===== config.mk =====
export PLATFORM = sky130hd
export DESIGN_NAME = sha256_wsched_ctrl
export DESIGN_NICKNAME = d
export VERILOG_FILES = /design/src/rtl/sha256_wsched_ctrl.sv
export SDC_FILE = /design/constraint.sdc
export NUM_CORES = 2
export LEC_CHECK = 0
export ABC_CLOCK_PERIOD_IN_PS = 25600
export CAP_MARGIN = 40
export CORE_AREA = 2 2 251 178
export CTS_CLUSTER_DIAMETER = 50
export DETAILED_ROUTE_END_ITERATION = 6
export DIE_AREA = 0 0 253 180
export HOLD_SLACK_MARGIN = 0.05
export PLACE_DENSITY = 0.8
export SYNTH_ARGS = -nofsm -noshare
export SYNTH_HDL_FRONTEND = slang
export SYNTH_SLANG_ARGS = --single-unit

===== constraint.sdc =====
create_clock -name i_clk -period 25.6 [get_ports i_clk]
set_input_delay 2.56 -clock i_clk [delete_from_list [all_inputs] [get_ports i_clk]]
set_output_delay 2.56 -clock i_clk [all_outputs]
set_load 0.005 [all_outputs]

===== src/rtl/sha256_wsched_ctrl.sv =====
// SHA-256 message-schedule controller.
// Takes a 16-word block, then streams W[0..ROUNDS-1] through a registered
// valid/ready port, expanding W[16..] with one shared 4:2 carry-save reducer
// followed by a single carry-propagate add.

module reduce4to2_nbit #(
    parameter int WIDTH = 32
) (
    input  logic [WIDTH-1:0] i_a,
    input  logic [WIDTH-1:0] i_b,
    input  logic [WIDTH-1:0] i_c,
    input  logic [WIDTH-1:0] i_d,
    output logic [WIDTH-1:0] o_cn4,
    output logic [WIDTH-1:0] o_sn4
);
    logic [WIDTH-1:0] s1_s;
    logic [WIDTH-1:0] maj1_s;
    logic [WIDTH-1:0] c1_s;
    logic [WIDTH-1:0] maj2_s;

    // Two cascaded carry-save rows: (a,b,c) then (sum,carry,d); carries out of the MSB drop
    always_comb begin
        s1_s   = i_a ^ i_b ^ i_c;
        maj1_s = (i_a & i_b) | (i_a & i_c) | (i_b & i_c);
        c1_s   = {maj1_s[WIDTH-2:0], 1'b0};
        o_sn4  = s1_s ^ c1_s ^ i_d;
        maj2_s = (s1_s & c1_s) | (s1_s & i_d) | (c1_s & i_d);
        o_cn4  = {maj2_s[WIDTH-2:0], 1'b0};
    end
endmodule

module sha256_wsched_ctrl #(
    parameter int WIDTH  = 32,
    parameter int ROUNDS = 64
) (
    input  logic             i_clk,
    input  logic             i_rst,
    input  logic             i_start,
    input  logic             i_m_valid,
    input  logic [WIDTH-1:0] i_m_data,
    output logic             o_m_ready,
    output logic             o_w_valid,
    output logic [WIDTH-1:0] o_w_data,
    output logic [5:0]       o_w_idx,
    input  logic             i_w_ready,
    output logic             o_busy,
    output logic             o_done
);
    typedef enum logic [1:0] {
        ST_IDLE = 2'd0,
        ST_LOAD = 2'd1,
        ST_CALC = 2'd2,
        ST_EMIT = 2'd3
    } state_e;

    localparam logic [5:0] LAST_IDX = 6'(ROUNDS - 1);

    state_e           state_q, state_d;
    logic [5:0]       t_q, t_d;
    logic [WIDTH-1:0] win_q [16];
    logic [WIDTH-1:0] win_d [16];
    logic [WIDTH-1:0] c_q, c_d;
    logic [WIDTH-1:0] s_q, s_d;
    logic             w_valid_q, w_valid_d;
    logic [WIDTH-1:0] w_data_q, w_data_d;
    logic [5:0]       w_idx_q, w_idx_d;
    logic             done_q, done_d;

    logic             load_en_s;
    logic             m_ready_s;
    logic             shift_en_s;
    logic [WIDTH-1:0] shift_word_s;
    logic [WIDTH-1:0] red_a_s;
    logic [WIDTH-1:0] red_c_s;
    logic [WIDTH-1:0] red_cn_s;
    logic [WIDTH-1:0] red_sn_s;
    logic [WIDTH-1:0] sum_s;

    function automatic logic [31:0] rotr32(input logic [31:0] x, input int unsigned n);
        return (x >> n) | (x << (32 - n));
    endfunction

    function automatic logic [31:0] sigma0(input logic [31:0] x);
        return rotr32(x, 7) ^ rotr32(x, 18) ^ (x >> 3);
    endfunction

    function automatic logic [31:0] sigma1(input logic [31:0] x);
        return rotr32(x, 17) ^ rotr32(x, 19) ^ (x >> 10);
    endfunction

    // Reducer operands come straight from the window: W[t-2], W[t-7], W[t-15], W[t-16]
    always_comb begin
        red_a_s   = sigma1(win_q[1]);
        red_c_s   = sigma0(win_q[14]);
        sum_s     = c_q + s_q;
        load_en_s = !w_valid_q || i_w_ready;
    end

    reduce4to2_nbit #(.WIDTH(WIDTH)) u_reduce (
        .i_a   (red_a_s),
        .i_b   (win_q[6]),
        .i_c   (red_c_s),
        .i_d   (win_q[15]),
        .o_cn4 (red_cn_s),
        .o_sn4 (red_sn_s)
    );

    // Next state, window shift and output-register load; a shift always coincides with a load
    always_comb begin
        state_d      = state_q;
        t_d          = t_q;
        win_d        = win_q;
        c_d          = c_q;
        s_d          = s_q;
        w_data_d     = w_data_q;
        w_idx_d      = w_idx_q;
        done_d       = 1'b0;
        m_ready_s    = 1'b0;
        shift_en_s   = 1'b0;
        shift_word_s = {WIDTH{1'b0}};

        if (w_valid_q && i_w_ready) begin
            w_valid_d = 1'b0;
        end else begin
            w_valid_d = w_valid_q;
        end

        case (state_q)
            ST_IDLE: begin
                if (i_start) begin
                    state_d = ST_LOAD;
                    t_d     = 6'd0;
                end else begin
                    state_d = ST_IDLE;
                end
            end
            ST_LOAD: begin
                m_ready_s = load_en_s;
                if (load_en_s && i_m_valid) begin
                    shift_en_s   = 1'b1;
                    shift_word_s = i_m_data;
                    if (t_q == 6'd15) begin
                        state_d = ST_CALC;
                    end else begin
                        state_d = ST_LOAD;
                    end
                end else begin
                    state_d = ST_LOAD;
                end
            end
            ST_CALC: begin
                c_d     = red_cn_s;
                s_d     = red_sn_s;
                state_d = ST_EMIT;
            end
            ST_EMIT: begin
                if (load_en_s) begin
                    shift_en_s   = 1'b1;
                    shift_word_s = sum_s;
                    if (t_q == LAST_IDX) begin
                        done_d  = 1'b1;
                        state_d = ST_IDLE;
                    end else begin
                        state_d = ST_CALC;
                    end
                end else begin
                    state_d = ST_EMIT;
                end
            end
            default: begin
                state_d = ST_IDLE;
            end
        endcase

        if (shift_en_s) begin
            for (int i = 15; i > 0; i--) begin
                win_d[i] = win_q[i-1];
            end
            win_d[0]  = shift_word_s;
            w_valid_d = 1'b1;
            w_data_d  = shift_word_s;
            w_idx_d   = t_q;
            t_d       = t_q + 6'd1;
        end else begin
            win_d = win_q;
        end
    end

    // State, window, carry-save and output registers; reset drops all progress
    always_ff @(posedge i_clk or posedge i_rst) begin
        if (i_rst) begin
            state_q   <= ST_IDLE;
            t_q       <= 6'd0;
            for (int i = 0; i < 16; i++) begin
                win_q[i] <= {WIDTH{1'b0}};
            end
            c_q       <= {WIDTH{1'b0}};
            s_q       <= {WIDTH{1'b0}};
            w_valid_q <= 1'b0;
            w_data_q  <= {WIDTH{1'b0}};
            w_idx_q   <= 6'd0;
            done_q    <= 1'b0;
        end else begin
            state_q   <= state_d;
            t_q       <= t_d;
            for (int i = 0; i < 16; i++) begin
                win_q[i] <= win_d[i];
            end
            c_q       <= c_d;
            s_q       <= s_d;
            w_valid_q <= w_valid_d;
            w_data_q  <= w_data_d;
            w_idx_q   <= w_idx_d;
            done_q    <= done_d;
        end
    end

    // Port mapping
    always_comb begin
        o_m_ready = m_ready_s;
        o_w_valid = w_valid_q;
        o_w_data  = w_data_q;
        o_w_idx   = w_idx_q;
        o_busy    = (state_q != ST_IDLE);
        o_done    = done_q;
    end
endmodule


== Yosys cells after proc, flatten, opt, wreduce, memory -nomap -nowiden ==
Index checks and enable logic that the tools add are counted.

* Bits in registers: 591
* Input port bits: 37
* Word-level logic and storage cells: 83
* Output and inout bits: 42

* Add/sub/neg operators: 2
* Mux-type cells: 21
* Bitwise logic cells: 22
* Reductions and logical operators: 10
* Equality and inequality tests: 5

{| class="wikitable"
|+ Operators with widths
! kind !! number
|-
| $xor A32 B32 Y32 || 6
|-
| $and A31 B31 Y31 || 6
|-
| $or A31 B31 Y31 || 4
|-
| $mux W32 || 2
|-
| $pmux W32 S2 || 1
|-
| $add A32 B32 Y32 || 1
|-
| $or A13 B32 Y32 || 1
|-
| $or A14 B32 Y32 || 1
|-
| $or A15 B32 Y32 || 1
|-
| $or A25 B32 Y32 || 1
|-
| $xor A32 B22 Y32 || 1
|-
| $xor A32 B29 Y32 || 1
|-
| $mux W6 || 3
|-
| $mux W1 || 9
|-
| $mux W2 || 4
|-
| $pmux W2 S4 || 1
|-
| $reduce_bool A2 Y1 || 4
|-
| $add A6 B1 Y6 const B || 1
|-
| $eq A6 B4 Y1 const B || 1
|-
| $eq A6 B6 Y1 const B || 1
|-
| $eq A2 B2 Y1 const B || 2
|-
| $eq A2 B1 Y1 const B || 1
|-
| $logic_and A1 B1 Y1 || 2
|-
| $logic_not A2 Y1 || 1
|-
| other kinds (4) || 4
|}

== Logic depth before layout (Yosys ltp) ==
* Depth after elaboration: 9
* Mapped depth: 11
* Gate-level depth less buffers: 11

== By module ==
Synthesis repeated with hierarchy kept, for this count alone.

* Cell total of the unflattened synthesis: 2887
* Area total of the unflattened synthesis: 26671.8 sq um

{| class="wikitable"
|+ By module, submodules not included
! module !! cells each !! seq. area each (sq um) !! instances !! area an instance (sq um)
|-
| sha256_wsched_ctrl || 2820 || 14814.2 || 1 || 25386.8
|-
| reduce4to2_nbit || 67 || 0.0 || 1 || 1285.0
|}

== Least setup slack after synthesis ==
OpenSTA, ideal clock, no wires.

* Kind: input to output
* Start point: input port i_w_ready
* End point: output port o_m_ready
* Cell stages on the path: 3
* Data arrival time: 2.920 ns
* Required time: 23.040 ns
* Path buffers: 0
* Setup slack: 20.120 ns
* Path through: nand2b_1 > nand2_1 > nor2_1

* Cells in the longest elaborated chain, start to end: 2

{| class="wikitable"
|+ RTL lines
! item !! RTL line !! text
|-
| start: declaration || 45 || <nowiki>input logic i_w_ready,</nowiki>
|-
| $logic_or A1 B1 Y1 || 96 || <nowiki>load_en_s = !w_valid_q || i_w_ready;</nowiki>
|-
| $mux W1 || 128 || <nowiki>case (state_q)</nowiki>
|-
| end: declaration || 41 || <nowiki>output logic o_m_ready,</nowiki>
|}

Every way passes these cells.

== Worst setup path in the final report ==
Same ends and word-level chain as after synthesis.

==> metrics.cfg <==
[outcome]
status=finished clean

[power_and_ir_drop]
clock_group_share_of_total_power_pct=22.3
fin_total_pwr_mw=3.727
power_report.internal_total_mw=2.283
p_sw_share_pct=38.73
power_frac_seq_pct=42.9
net_sw_power_mw=1.443
power_per_cell_area_nw_per_um2=127.4
share_of_power_burned_in_combinational_logic_pct=34.7
power_leakage_nw=15.41
irDropWorstVdd_mv=0.07534

[clock_tree]
cts_inserted_buffers=54
post-cts-setup-buffers=0
tritoncts=yes
cts_repair_resized_insts=0
clk-insertion-delay-late_ps=590
cts.htree.levels=2
cts-hold-fix-buffers=0
clkTransAtPathRegs_ps=70
cts-root-to-sink-buffers=3
tritoncts_num_sinks=591
clockRootBuffer=clkbuf_16

[sta]
finalHoldViolCount=0
finalWorstPathRequiredPeriod_ps=6771
fmaxAchievable_mhz=147.7
max-slew-margin-rel_pct=13.63
min_period_over_period_pct=26.45
final_critical_path_setup_slack_ps=18830
max_slew.worst_pin.slew_ps=1296
timing_max_transition_violations_final=0
setup_viol=0
rsz0062_at_grt=no
worst_hold_slack_ps=461.2
finalClockSkew_ps=16.49
fin_tns_setup_ps=0

[yosys]
synth_edf_count=0
synth.area.top_cells=dfrtp_1, nand2_1, fa_1, xnor2_1, mux2_2
synthArstFlopShare_pct=100.0
synth_top_cell_by_area=dfrtp_1
sequential_fraction_of_the_synthesis_area_pct=55.80
yosys_warnings=0
yosysUniqueCellTypes=59
netlist.area_leader.share_pct=55.80
avgSynthCellArea_sq_um=9.237
postSynth.topFlopCell=dfrtp_1
synth-seq-cells=591
postSynthNetCount=3000
synthesis.instances=2869
synth.cell_area_sq_um=26500

[route]
drc_errors=0
avgRoutedWirePerCell_microns=18.17
antenna_violating_nets_post_route=0
routed-via-count=18690
viasPerCell=5.477
drt-pass1-iter-count=7
drt_iter0_markers=1991
routed_wirelength_microns=62020

[final_layout]
regArea_sq_um=14790
stdcell_count=3413
diodes=0
multi_input_area_sq_um=10760
layout.filler_cells=3321
mostFrequentLayoutCell=nand2_1
layout-drive-gt1-share_pct=6.452
finish.net_count=2940
synthToLayoutAreaGrowth_pct=10.37
commonest_non_fill_non_tap_cells_in_the_layout=nand2_1, dfrtp_1, xnor2_1

[floorplan]
core_region_area_sq_um=43240
die_h_microns=180
floorplan.initialDensity_pct=61.29
boundary_pins=79
fp-row-count=64
die_width_microns=253
die_area_sq_um=45540

[worst_setup_path]
cp_common_cell=clkdlybuf4s50_1
timing.critical_path.cells=clkdlybuf4s50_1 -> nand2b_1 -> nand2_1 -> nor2_1 -> clkdlybuf4s50_1
worstSetupStartpoint=i_w_ready
worst_ep_required_time_ps=23040
critical_path.slowest_cell=clkdlybuf4s50_1
worst-r2r-setup-slack_ps=21860
critPathMaxFanout=11
max_stage_delay_ps=530
critical_path_arrival_ps=4210
cp-end-kind=output port
worstSetupPathType=primary input to output port
cp-start-kind=primary input
worstReg2RegStart=state_q[1]

[global_route]
first_pass_grt_wire_length_microns=99790
global_route.usage.total_pct=27.94
grt_pass1_vias=18560
grt_antenna_before_repair=1
grt_overflow=0
pin_count_of_the_biggest_net_entering_global_routing=246

[placement]
portBuffers=78
gpl.final_weighted_congestion=0.8976
hpwl_after_dpl_microns=42080
dp_worst_setup_slack_ps=18850
dpl.cell_count=3314

[hold_path]
holdCritPathClass=flop to flop
hold_path.startpoint=win_q[341]

[run]
cap_viol_max_count=0

-- layout make-up --
| cell class | count | share of cell area [%] |
|---|---|---|
| multi-input cells | 2052 | 36.80 |
| flip-flops and latches | 591 | 50.56 |
| well taps | 561 | 2.400 |
| repair buffers | 101 | 3.867 |
| inverters | 9 | 0.1412 |
| clock inverters | 24 | 0.9667 |
| clock buffers | 75 | 5.270 |
-- synth_stat cells, types with 23 or more instances --
cell type and instances:
o21ai_0 47, a21oi_1 38, mux2_2 61, xnor2_1 122, buf_4 32, nor2_1 30
ha_1 32, xor2_1 23, dfrtp_1 591, clkbuf_1 167, nand2_1 1507, fa_1 62
-- cells by family after synthesis --
group / count (synthesis) / share of synthesized area, %
xor gates and xnor gates: 145 / 4.792
adders and majority gates: 94 / 6.194
DFF: 591 / 55.80
AOI/OAI and AO/OA: 158 / 3.791
and+or+nand+nor: 1592 / 23.07
buffers and inverters: 226 / 3.683
muxes: 63 / 2.667
-- through the flow --
| stage | instance area (sq um) | utilization [%] |
|---|---|---|
| after floorplan | 26500 | - |
| after global placement | 27210 | 62.93 |
| after detailed placement | 27430 | 63.43 |
| final | 29250 | 67.64 |
| after global routing | 29250 | 67.64 |
| after CTS | 29250 | 67.64 |
-- critical path, delay by kind of cell --
family	cells	cell delay, ps
buf+inv	2	970
simple gates	3	670
-- metal layers --
layer | vias to the layer above | share of wire, % | track usage [%] | wire length, microns
met5 | - | 0 | 0 | 0
met4 | 0 | 2.5 | 7.456 | 1558
li1 | 8744 | - | - | -
met2 | 535 | 45 | 42.01 | 27690
met1 | 9307 | 45 | 41.98 | 28000
met3 | 108 | 7.7 | 5.546 | 4771
-- final timing paths --
kind | endpoint | cells past startpoint
max reg2reg | win_q[93] | 8
max in group asynchronous | s_q[13] | 6
min reg2reg | win_q[309] | 2
max | o_m_ready | 5
min | win_q[309] | 2
min in group asynchronous | win_q[191] | 2
-- state kept, by name (all words and copies together), names as in the netlist --
signal,cells
state_q,2
t_q,6
c_q,31
s_q,32
win_q,480
o_w_data,32
o_done,1
o_w_idx,6
o_w_valid,1
-- power groups by stage --
stage / combinational [mW] / sequential, mW / clock, mW
6_report: 1.29 / 1.60 / 0.833
5_1_grt: 1.46 / 1.63 / 0.884
4_1_cts: 1.30 / 1.59 / 0.845
3_5_place_dp: 1.29 / 1.60 / 0
3_3_place_gp: 1.21 / 1.59 / 0
2_1_floorplan: 0.975 / 1.42 / 0
No activity file was read; power rests on OpenSTA's default activity.
